$ cat src/rtl/pixel_frame_src.sv
// rtl/pixel_frame_src.sv - raster test-pattern pixel source with sof/eol/eof framing
module pixel_frame_src #(
    parameter int IMG_W = 32,
    parameter int IMG_H = 32
) (
    input  logic        clk_in,
    input  logic        rstn,
    input  logic        start,
    input  logic        stop,
    input  logic        cont,
    input  logic [1:0]  pattern,
    input  logic [7:0]  seed,
    output logic [7:0]  pixel_out,
    output logic        valid_out,
    input  logic        ready_in,
    output logic        sof,
    output logic        eol,
    output logic        eof,
    output logic        busy,
    output logic [15:0] frames_done
);

    localparam int CW = $clog2(IMG_W);
    localparam int RW = $clog2(IMG_H);
    // Working width for pattern arithmetic: at least 8 bits so ramps and checker bits exist.
    localparam int XW = (CW > 8) ? CW : 8;
    localparam int YW = (RW > 8) ? RW : 8;

    typedef enum logic {
        S_IDLE,
        S_RUN
    } state_t;

    state_t         state, state_nx;
    logic [CW-1:0]  col, col_nx;
    logic [RW-1:0]  row, row_nx;
    logic [7:0]     lfsr, lfsr_nx;
    logic [1:0]     pat_r, pat_nx;
    logic           stop_pend, stop_pend_nx;

    logic [7:0]     pixel_nx;
    logic           valid_nx, sof_nx, eol_nx, eof_nx, busy_nx;
    logic [15:0]    frames_nx;

    logic           beat;
    logic           frame_start;
    logic [7:0]     seed_eff;
    logic [XW-1:0]  col_x;
    logic [YW-1:0]  row_x;

    // Next-state logic; registered outputs are computed from the next position so they
    // line up with col/row/lfsr in the following cycle.
    always_comb begin
        state_nx     = state;
        col_nx       = col;
        row_nx       = row;
        lfsr_nx      = lfsr;
        pat_nx       = pat_r;
        stop_pend_nx = stop_pend;
        pixel_nx     = pixel_out;
        valid_nx     = valid_out;
        sof_nx       = sof;
        eol_nx       = eol;
        eof_nx       = eof;
        busy_nx      = busy;
        frames_nx    = frames_done;
        frame_start  = 1'b0;
        beat         = valid_out && ready_in;
        seed_eff     = (seed == 8'h00) ? 8'h01 : seed;
        col_x        = '0;
        row_x        = '0;

        case (state)
            S_IDLE: begin
                if (start) begin
                    state_nx    = S_RUN;
                    frame_start = 1'b1;
                end
            end
            S_RUN: begin
                if (stop) begin
                    stop_pend_nx = 1'b1;
                end
                if (beat) begin
                    lfsr_nx = {lfsr[6:0], lfsr[7] ^ lfsr[5] ^ lfsr[4] ^ lfsr[3]};
                    if (eof) begin
                        frames_nx = frames_done + 16'd1;
                        if (cont && !stop_pend && !stop) begin
                            frame_start = 1'b1;
                        end else begin
                            state_nx     = S_IDLE;
                            stop_pend_nx = 1'b0;
                            valid_nx     = 1'b0;
                            busy_nx      = 1'b0;
                        end
                    end else if (col == CW'(IMG_W - 1)) begin
                        col_nx = '0;
                        row_nx = row + RW'(1);
                    end else begin
                        col_nx = col + CW'(1);
                    end
                end
            end
            default: state_nx = S_IDLE;
        endcase

        if (frame_start) begin
            col_nx   = '0;
            row_nx   = '0;
            pat_nx   = pattern;
            lfsr_nx  = seed_eff;
            valid_nx = 1'b1;
            busy_nx  = 1'b1;
        end

        if (state_nx == S_RUN) begin
            col_x  = XW'(col_nx);
            row_x  = YW'(row_nx);
            sof_nx = (col_nx == '0) && (row_nx == '0);
            eol_nx = (col_nx == CW'(IMG_W - 1));
            eof_nx = (col_nx == CW'(IMG_W - 1)) && (row_nx == RW'(IMG_H - 1));
            case (pat_nx)
                2'b00:   pixel_nx = col_x[7:0];
                2'b01:   pixel_nx = row_x[7:0];
                2'b10:   pixel_nx = (col_x[2] ^ row_x[2]) ? 8'hFF : 8'h00;
                default: pixel_nx = lfsr_nx;
            endcase
        end else begin
            sof_nx = 1'b0;
            eol_nx = 1'b0;
            eof_nx = 1'b0;
        end
    end

    // State and output registers; reset abandons any frame in flight.
    always_ff @(posedge clk_in or negedge rstn) begin
        if (!rstn) begin
            state       <= S_IDLE;
            col         <= '0;
            row         <= '0;
            lfsr        <= 8'h01;
            pat_r       <= 2'b00;
            stop_pend   <= 1'b0;
            pixel_out   <= 8'h00;
            valid_out   <= 1'b0;
            sof         <= 1'b0;
            eol         <= 1'b0;
            eof         <= 1'b0;
            busy        <= 1'b0;
            frames_done <= 16'h0000;
        end else begin
            state       <= state_nx;
            col         <= col_nx;
            row         <= row_nx;
            lfsr        <= lfsr_nx;
            pat_r       <= pat_nx;
            stop_pend   <= stop_pend_nx;
            pixel_out   <= pixel_nx;
            valid_out   <= valid_nx;
            sof         <= sof_nx;
            eol         <= eol_nx;
            eof         <= eof_nx;
            busy        <= busy_nx;
            frames_done <= frames_nx;
        end
    end

endmodule

$ cat config.mk
export PLATFORM = sky130hd
export DESIGN_NAME = pixel_frame_src
export DESIGN_NICKNAME = d
export VERILOG_FILES = /design/src/rtl/pixel_frame_src.sv
export SDC_FILE = /design/constraint.sdc
export NUM_CORES = 1
export LEC_CHECK = 0
export CAP_MARGIN = 20
export CORE_MARGIN = 2
export CORE_UTILIZATION = 25
export DETAILED_ROUTE_END_ITERATION = 6
export GPL_TIMING_DRIVEN = 1
export PLACE_DENSITY = 0.42
export SYNTH_ARGS = -nofsm -noshare
export SYNTH_HDL_FRONTEND = slang
export SYNTH_SLANG_ARGS = --single-unit
export TNS_END_PERCENT = 50
$ cat constraint.sdc
create_clock -name clk_in -period 4.25 [get_ports clk_in]
set_input_delay 0.85 -clock clk_in [delete_from_list [all_inputs] [get_ports clk_in]]
set_output_delay 0.85 -clock clk_in [all_outputs]
set_load 0.01 [all_outputs]
# == Word-level counts from Yosys, hierarchy flattened ==
# Cells that the tools add are included.
# word_totals
ff_bits,50
in_bits,16
output_inout_bits,29
# op_classes
n_addsub,3
n_eq_ne,6
n_mux,37
bitwise,5
reduce_logical,16
# op_table
operator,count
5-bit 2-to-1 mux,10
8-bit 2-to-1 mux,5
8-bit case mux with 3 select lines,1
1-bit 2-to-1 mux,18
16-bit by 1-bit adder with 16-bit output (second input constant),1
5-bit equality test (second input constant),3
5-bit by 1-bit adder with 5-bit output (second input constant),2
5-bit logical NOT,2
8-bit logical NOT,1
2-bit nonzero test,3
1-bit logical AND,5
1-bit case mux with 2 select lines,2
4-bit AND reduction,1
1-bit XOR,4
3-bit AND reduction,1
2-bit by 1-bit equality test with 1-bit output (second input constant),1
2-bit equality test (second input constant),1
1-bit logical NOT,2
2-bit logical NOT,1
2-bit 2-to-1 mux,1
2-bit inequality test (second input constant),1
1-bit inverter,1

# == Logic depth before layout (Yosys ltp) ==
# Gate-level depths: netlist (run 1).
# depth
word_depth,11
ltp_mapped,9
depth_no_buf,9

# == Least setup slack after synthesis (run 1) ==
# OpenSTA, ideal clock, no wires.
# synth_timing
path_kind,input-to-reg
startpoint,input stop
endpoint,register pixel_out[4]
setup_time_ps,144
arrival_ps,2632
required_ps,4106
setup_slack_ps,1474
cell_stages,8
path_buffers,1
cell_sequence,or3b_1 > clkbuf_1 > o21ai_4 > mux2i_1 > inv_1 > or3_1 > a21oi_1 > o31ai_1
# synth_between
elab_cells_between_ends,19
# synth_rtl
element,line,source
start: declaration,9,"input logic stop,"
1-bit logical NOT *,88,if (cont && !stop_pend && !stop) begin
1-bit logical AND *,88,
1-bit 2-to-1 mux *,88,
1-bit 2-to-1 mux *,86,if (eof) begin
1-bit 2-to-1 mux *,84,if (beat) begin
1-bit case mux with 2 select lines *,73,case (state)
2-bit 2-to-1 mux *,107,if (frame_start) begin
via pat_nx[1],38,"logic [1:0] pat_r, pat_nx;"
"2-bit equality test, or another cell as far along",122,case (pat_nx)
8-bit case mux with 3 select lines *,122,
end signal: assignment,158,pixel_out <= pixel_nx;
end: declaration,13,"output logic [7:0] pixel_out,"
# Mark *: on every way through the listed nets, which the timed path passes. The rest lies on a longest branch.
# A chain may end at the register's enable or synchronous reset.

# == Worst setup path after layout (run 1) ==
# layout_timing
startpoint,input ready_in
endpoint,register pixel_out[3]
# layout_between
elab_cells_between_ends,21
# layout_rtl
element,line,source
start: declaration,15,"input logic ready_in,"
1-bit logical AND *,68,beat = valid_out && ready_in;
1-bit 2-to-1 mux *,84,
1-bit case mux with 2 select lines *,73,
2-bit 2-to-1 mux *,107,
via pat_nx[0],38,
"2-bit equality test, or another cell as far along",122,
8-bit case mux with 3 select lines *,122,
# Marked as above.

==> flow_metrics.tcl, run 1 <==
set metrics [dict create \
    run_status "finished, final reports clean" \
    fmax_mhz 299 \
    reg2reg_to "pixel_out[3]" \
    rows 37 \
    crit_fanout 24 \
    yosys-top-cells-area "dfrtp_1 (47%), nand2_1 (4.9%), xnor2_1 (4.4%)" \
    dp_slack_ns 0.627 \
    min_period_over_period 0.786 \
    crit_path_start_kind "input port" \
    power_density_nw_per_um2 427 \
    hold_buffers 0 \
    remaining_drc_errors 0 \
    die_w_um 106 \
    finalCriticalPeriod_ns 3.34 \
    cp.arrival_ns 3.55 \
    cts_setup_buffers 0 \
    cts-root-buf "clkbuf_8" \
    grt_pass1_wl_um 11400 \
    rsz0062_at_grt "false" \
    core_area_um2 10200 \
    postRouteAntennaNets 0 \
    drt-initial-drc-count 89 \
    netlist_area_um2 2610 \
    reg2reg_slack_ns 1.37 \
    power_mw 1.41 \
    fin_ws_ns 0.909 \
    crit_type "in -> reg" \
    clkTransAtPathRegs_ns 0.10 \
    crit_start "ready_in" \
    port_buffers 44 \
    ctsResizeCount 0 \
    worstMarginPinSlew_ns 0.623 \
    yosysTopAreaCellShare 0.470 \
    grt_pass1_vias 2185 \
    via_per_inst 4.82 \
    end_kind "register" \
    synth_flop_cell "dfrtp_1" \
    setup_viol 0 \
    numCtsBuffers 5 \
    ys_ff_latch 50 \
    hold_viol_final 0 \
    r2r_cells 8 \
    drive_gt1_frac 0.0649 \
    finalWirelength_um 6800 \
    drv_cap 0 \
    utilization 0.322 \
    rr_startpoint "eof" \
    stdcell_count 444 \
    track_usage 0.127 \
    syn-instance-count 263 \
    num_antenna_cells 0 \
    cp.required_ns 4.46 \
    cts_tree "yes" \
    htree_levels 2 \
    cts_buffer_depth 2 \
    wire_per_inst_um 15.3 \
    synth_edf_count 0 \
    placed_cells 436 \
    area_growth_pct 26.5 \
    cts.sinks 50 \
    timing.setup.tns_ns 0 \
    finalMaxSlewViolations 0 \
    syn_area_per_cell_um2 9.91 \
    hp-class "reg -> reg" \
    antenna_found_initial 0 \
    fp.dieH_um 106 \
    skew_ns 0.00988 \
    grt_max_degree 31 \
    worst_ir_drop_vdd_mv 0.198 \
    relSlewSlack 0.583 \
    start_util 0.255 \
    final_nets 328 \
    p_leak_nw 1.35 \
    seq_area_frac_synth 0.481 \
    grt-ovfl-total 0 \
    hpwl_um 5050 \
    firstDrtPassIters 5 \
    insertion_delay_ns 0.30 \
    ys_warn_count 0 \
    yosys.cell_types.count 54 \
    synth_nets 284 \
    die_area_um2 11300 \
    yosys.area.top_type "dfrtp_1" \
    io_pins 45 \
    ys_async_sr_fraction 1.00 \
    route.vias.total 2139 \
    cp-endpoint "pixel_out[3]" \
    place_congestion 0.747 \
]
layout make-up:
class / instances / area (um2)
Clock buffer: 6 / 72.6
Clock inverter: 2 / 37.5
Fill cell: 1041 / 6930
Inverter: 7 / 26.3
Multi-Input combinational cell: 196 / 1280
Sequential cell: 50 / 1250
Tap cell: 136 / 170
Timing Repair Buffer: 47 / 458
cells in the mapped netlist (2+ instances only):
master,instances
ha_1,5
xor2_1,5
nor3_1,6
nor4_1,2
o31ai_1,5
nand2_1,34
inv_1,7
o21ai_0,11
nand4_1,7
and3_1,6
o21ai_1,9
mux2i_1,11
buf_2,4
and2_1,2
nand2b_1,2
o21a_1,2
and4_1,2
clkbuf_1,5
a211o_1,2
or4_1,3
a22oi_1,2
nand3_1,8
a21oi_1,14
and4b_1,2
dfrtp_1,49
nor2_1,18
xnor2_1,13
through the flow:
step	hold slack [ns]	cell area (um2)
after global routing	0.491	3300
after detailed placement	0.470	3190
after floorplan	0.478	2610
after global placement	0.458	3190
final	0.473	3300
after CTS	0.484	3300
where the power goes:
part	internal, mW	switching, mW
sequential	0.571	0.0768
combinational	0.202	0.221
clock	0.176	0.162
total	0.949	0.459
kinds of logic after synthesis:
| kind of cell | after synthesis | share of synthesized area |
|---|---|---|
| xor gates and xnor gates | 18 | 0.0605 |
| muxes | 12 | 0.0466 |
| DFF | 50 | 0.481 |
| and+or+nand+nor | 101 | 0.202 |
| buffers and inverters | 17 | 0.0278 |
| AOI/OAI and AO/OA | 60 | 0.159 |
| adders and majority gates | 5 | 0.0240 |
worst max-delay path, cell delays in order:
cell	delay (ns)
clkdlybuf4s50_1	0.62
nand4_1	0.34
o21ai_4	0.27
buf_4	0.29
mux2i_1	0.55
inv_1	0.17
nand2_1	0.17
nor2_1	0.06
o31ai_1	0.22
cell usage in the layout (no fill, tap or decap), drive strengths merged, types with 2 or more instances in the layout:
cell | synthesis | layout
dfrtp | 49 | 49
clkdlybuf4s50 | 0 | 43
nand2 | 34 | 34
o21ai | 21 | 21
nor2 | 18 | 18
a21oi | 14 | 14
xnor2 | 13 | 13
mux2i | 11 | 11
nand3 | 9 | 9
nand4 | 7 | 7
inv | 7 | 7
nor3 | 7 | 7
and3 | 6 | 6
o31ai | 6 | 6
clkbuf | 5 | 6
xor2 | 5 | 5
ha | 5 | 5
buf | 5 | 4
or4 | 3 | 3
nand2b | 2 | 2
and4b | 2 | 2
a22oi | 2 | 2
o21a | 2 | 2
and2 | 2 | 2
nor4 | 2 | 2
a211o | 2 | 2
and4 | 2 | 2
nand4b | 2 | 2
worst min-delay path by stage:
stage,startpoint,endpoint,cells past startpoint
floorplan,stop_pend,stop_pend,2
global placement,frames_done[15],frames_done[15],1
detailed placement,frames_done[15],frames_done[15],1
CTS,frames_done[15],frames_done[15],1
global route,frames_done[15],frames_done[15],1
finish,frames_done[15],frames_done[15],1
flip-flops by register name, summed over array words and instances (netlist names):
register / flops
frames_done: 16
lfsr: 8
pixel_out: 8
col: 5
row: 5
pat_r: 2
busy: 1
eof: 1
eol: 1
sof: 1
state: 1
stop_pend: 1
routing by layer:
metal	global-route usage	part of all wire
met1	0.183	0.49
met2	0.198	0.47
met3	0.0245	0.035
met4	0.0254	0.0068
met5	0	0
No activity file was read; power rests on OpenSTA's default activity.
==> run 2: changes to the inputs <==
clock period = 3.4 ns   (was 4.25 ns; I/O delays follow)
==> run 2 against run 1 <==
Net effect:
- clock power up 1%
- count of clock-buffer cells in the layout unchanged
- cell count up 1.1%
- critical endpoint unchanged
- largest power group unchanged
==> flow_metrics.tcl, run 2 (synthesis gave the netlist of run 1 again) <==
set metrics [dict create \
    run_status "finished, final reports clean" \
    worst_ir_drop_vdd_mv 0.176 \
    via_per_inst 4.73 \
    crit_type "in -> reg" \
    cts.sinks 50 \
    cp.required_ns 3.61 \
    cts-root-buf "clkbuf_8" \
    layout_commonest_cell "dfrtp_1" \
    wire_per_inst_um 15.5 \
    antenna_found_initial 0 \
    drive_gt1_frac 0.0799 \
    start_util 0.255 \
    regMostFlops "frames_done" \
    core_area_um2 10200 \
    grt_max_degree 28 \
    rows 37 \
    cts_tree "yes" \
    hold_buffers 0 \
    min_period_over_period 0.838 \
    reg2reg_slack_ns 0.59 \
    fin_ws_ns 0.552 \
    finalMaxSlewViolations 0 \
    crit_path_start_kind "input port" \
    postPlaceCellArea_um2 3230 \
    route.vias.total 2124 \
    ctsResizeCount 0 \
    p_leak_nw 1.36 \
    place_congestion 0.791 \
    fmax_mhz 351 \
    finalCriticalPeriod_ns 2.85 \
    final_nets 334 \
    skew_ns 0.00570 \
    cts_setup_buffers 0 \
    power_density_nw_per_um2 513 \
    hold_viol_final 0 \
    clkTransAtPathRegs_ns 0.09 \
    drv_cap 0 \
    grt_pass1_wl_um 11500 \
    timing.setup.tns_ns 0 \
    drt-initial-drc-count 129 \
    rsz0062_at_grt "false" \
    htree_levels 2 \
    largest_register_ffs 16 \
    insertion_delay_ns 0.30 \
    remaining_drc_errors 0 \
    area_growth_pct 27.1 \
    track_usage 0.131 \
    grt-ovfl-total 0 \
    firstDrtPassIters 4 \
    numCtsBuffers 5 \
    hp-class "in -> async" \
    io_pins 45 \
    end_kind "register" \
    die_area_um2 11300 \
    num_antenna_cells 0 \
    final_cell_mix "dfrtp_1 (49), clkdlybuf4s50_1 (43), nand2_1 (34)" \
    postRouteAntennaNets 0 \
    setup_viol 0 \
    fp.dieH_um 106 \
    dp_slack_ns 0.235 \
    relSlewSlack 0.574 \
    port_buffers 44 \
    reg_top3 "frames_done x16, lfsr x8, pixel_out x8" \
    post-route-cell-area_um2 3310 \
    crit_fanout 8 \
    power_mw 1.70 \
    hpwl_um 5260 \
    finalWirelength_um 6980 \
    die_w_um 106 \
    grt_pass1_vias 2161 \
    worstMarginPinSlew_ns 0.640 \
    cts_buffer_depth 2 \
    cp.arrival_ns 3.06 \
]
## run 2: cell count changes in the layout (fill, tap and decap cells not counted), sizes merged
cell | before | now
buf | 4 | 10
bufinv | 1 | 0
## run 2: critical path: stages
cell and delay (ns):
clkdlybuf4s50_1 0.62, nand4b_2 0.21, o21ai_1 0.33, o211ai_1 0.20
a2111oi_4 0.57, o21ba_1 0.22, o31ai_1 0.23
## run 2: metal layers
metal | global-route usage | part of all wire | vias up
li1 | - | - | 1052
met1 | 0.187 | 0.50 | 1025
met2 | 0.204 | 0.46 | 40
met3 | 0.0233 | 0.028 | 7
met4 | 0.0320 | 0.010 | 0
met5 | 0 | 0 | -
## run 2: final cells by class
cell class | count | area, um2
clock buffers | 6 | 72.6
repair buffers | 53 | 503
multi-input cells | 196 | 1280
flip-flops and latches | 50 | 1250
inverters | 7 | 26.3
clock inverters | 1 | 7.51
fillers | 1069 | 6920
well taps | 136 | 170
## run 2: worst paths after layout
path	startpoint	end	cells past startpoint
setup / recovery	ready_in	pixel_out[3]	7
hold / removal	rstn	frames_done[7]	1
setup reg to reg	col[1]	pixel_out[3]	9
hold reg to reg	frames_done[15]	frames_done[15]	1
max in group asynchronous	rstn	col[4]	2
min in group clk_in	frames_done[15]	frames_done[15]	1
## run 2: power by group
group | switching (mW) | internal (mW)
Clock | 0.200 | 0.142
Combinational | 0.286 | 0.260
Sequential | 0.0980 | 0.714
## run 2: per-stage QoR
stage | hold WS, ns | utilization | cells
6_report | 0.397 | 0.324 | 449
5_1_grt | 0.444 | 0.324 | 449
4_1_cts | 0.428 | 0.324 | 449
3_5_place_dp | 0.476 | 0.316 | 442
3_3_place_gp | 0.464 | 0.316 | 442
2_1_floorplan | 0.384 | - | 263
==> run 3: changes to the inputs <==
PLACE_DENSITY = 0.43   (was 0.42)
clock period = 2.6 ns   (was 3.4 ns; I/O delays follow)
==> run 3 against run 2 <==
Net effect:
- register-to-register slack worse by 0.52 ns
- first-iteration DRC count is 12% higher
- routed wire length is 4.5% higher
- die area stayed put
- clock skew is 0.0041 ns higher
- cell count is 8.0% higher
- non-clock buffer count is 35 higher
- cell area is 11% higher
- hold slack worse by 0.096 ns
- setup slack worse by 0.48 ns
- power is 47% higher
- clock power is 72% higher
==> flow_metrics.tcl, run 3 (synthesis gave the netlist of run 1 again) <==
set metrics [dict create \
    run_status "finished, final reports clean" \
    largest_register_ffs 16 \
    htree_levels 2 \
    cp_slowest_cell "a2111oi_4" \
    via_per_inst 4.68 \
    rsz0062_at_grt "true" \
    postRouteAntennaNets 0 \
    reg_top3 "frames_done x16, lfsr x8, pixel_out x8" \
    relSlewSlack 0.561 \
    cts_tree "yes" \
    finalCriticalPeriod_ns 2.53 \
    grt-ovfl-total 0 \
    io_pins 45 \
    utilization 0.360 \
    clkTransAtPathRegs_ns 0.11 \
    skew_ns 0.00977 \
    hold_viol_final 0 \
    power_density_nw_per_um2 677 \
    final_nets 369 \
    remaining_drc_errors 0 \
    worstMarginPinSlew_ns 0.659 \
    layout_commonest_cell "dfrtp_1" \
    cp.arrival_ns 2.77 \
    p_leak_nw 1.56 \
    wire_per_inst_um 15.0 \
    cts-root-buf "clkbuf_8" \
    worst_ir_drop_vdd_mv 0.280 \
    grt_max_degree 51 \
    hpwl_um 5390 \
    drv_cap 0 \
    die_w_um 106 \
    num_antenna_cells 0 \
    crit_fanout 5 \
    slowest_delay_ns 0.46 \
    cp_cell_sequence "ha_2, and3_4, ha_4, nor2_4, o21ai_2, buf_4, a211o_1, a2111oi_4, and3b_1, o31ai_2" \
    drive_gt1_frac 0.206 \
    antenna_found_initial 0 \
    fp.dieH_um 106 \
    track_usage 0.136 \
    drt-initial-drc-count 144 \
    cts_buffer_depth 2 \
    grt_pass1_wl_um 12100 \
    reg2reg_to "pixel_out[1]" \
    r2r_cells 10 \
    placed_cells 475 \
    route.vias.total 2270 \
    place_congestion 0.770 \
    reg2reg_slack_ns 0.07 \
    stdcell_count 485 \
    cts.sinks 50 \
    numCtsBuffers 5 \
    rr_startpoint "col[1]" \
    hp-class "in -> async" \
    start_util 0.255 \
    finalMaxSlewViolations 0 \
    crit_buf_inv 1 \
    end_kind "register" \
    finalWirelength_um 7290 \
    critPathTopFamily "compound AO/OA/AOI/OAI gates" \
    regMostFlops "frames_done" \
    firstDrtPassIters 4 \
    post-route-cell-area_um2 3680 \
    core_area_um2 10200 \
    insertion_delay_ns 0.32 \
    grt_pass1_vias 2296 \
    rows 37 \
    setup_viol 0 \
    timing.hold.ws_ns 0.301 \
    postPlaceCellArea_um2 3490 \
    cp.required_ns 2.84 \
    final_cell_mix "dfrtp_1 (49), clkdlybuf4s50_1 (43), buf_4 (43)" \
    fillers 1055 \
    timing.setup.tns_ns 0 \
    fmax_mhz 395 \
    port_buffers 44 \
    crit_path_start_kind "register" \
    die_area_um2 11300 \
    crit_type "reg -> reg" \
    min_period_over_period 0.974 \
    area_growth_pct 41.4 \
]
==> run 3: cell type report <==
cell class	instances	area (um2)	area share
multi-input combinational	196	1340	0.364
sequential	50	1250	0.340
timing repair buffer	88	778	0.211
tap	136	170	0.0462
clock buffer	5	68.8	0.0187
clock inverter	3	47.5	0.0129
inverter	7	26.3	0.00713
==> run 3: worst max-delay path by stage <==
stage,start,end,slack (ns),cells after the start
after detailed placement,ready_in,pixel_out[3],-0.14,7
after global placement,ready_in,pixel_out[1],-0.13,7
after CTS,col[0],pixel_out[3],0.02,10
after floorplan,col[0],pixel_out[1],0.1,9
after global routing,col[0],pixel_out[1],-0.04,10
final,col[1],pixel_out[1],0.07,10
==> run 3: timing repair <==
action	CTS	global route
resized for setup	0	13
buffers inserted	0	2
hold buffers	0	0
setup endpoints to repair	0	6
==> run 3: layer usage <==
metal / up-vias / share of wire / global-route usage
li1: 1117 / - / -
met4: 0 / 0.019 / 0.0508
met5: - / 0 / 0
met2: 42 / 0.46 / 0.207
met3: 10 / 0.027 / 0.0190
met1: 1101 / 0.49 / 0.196
==> run 3: through the flow <==
| step | power [mW] | setup slack [ns] |
|---|---|---|
| 6_report | 2.49 | 0.0673 |
| 3_5_place_dp | 1.87 | -0.137 |
| 4_1_cts | 2.47 | 0.0245 |
| 2_1_floorplan | 1.49 | 0.0984 |
| 5_1_grt | 2.67 | -0.0391 |
| 3_3_place_gp | 1.87 | -0.133 |
==> run 3: power breakdown <==
group | switching [mW] | internal, mW
logic | 0.408 | 0.441
registers | 0.123 | 0.933
clock network | 0.296 | 0.292
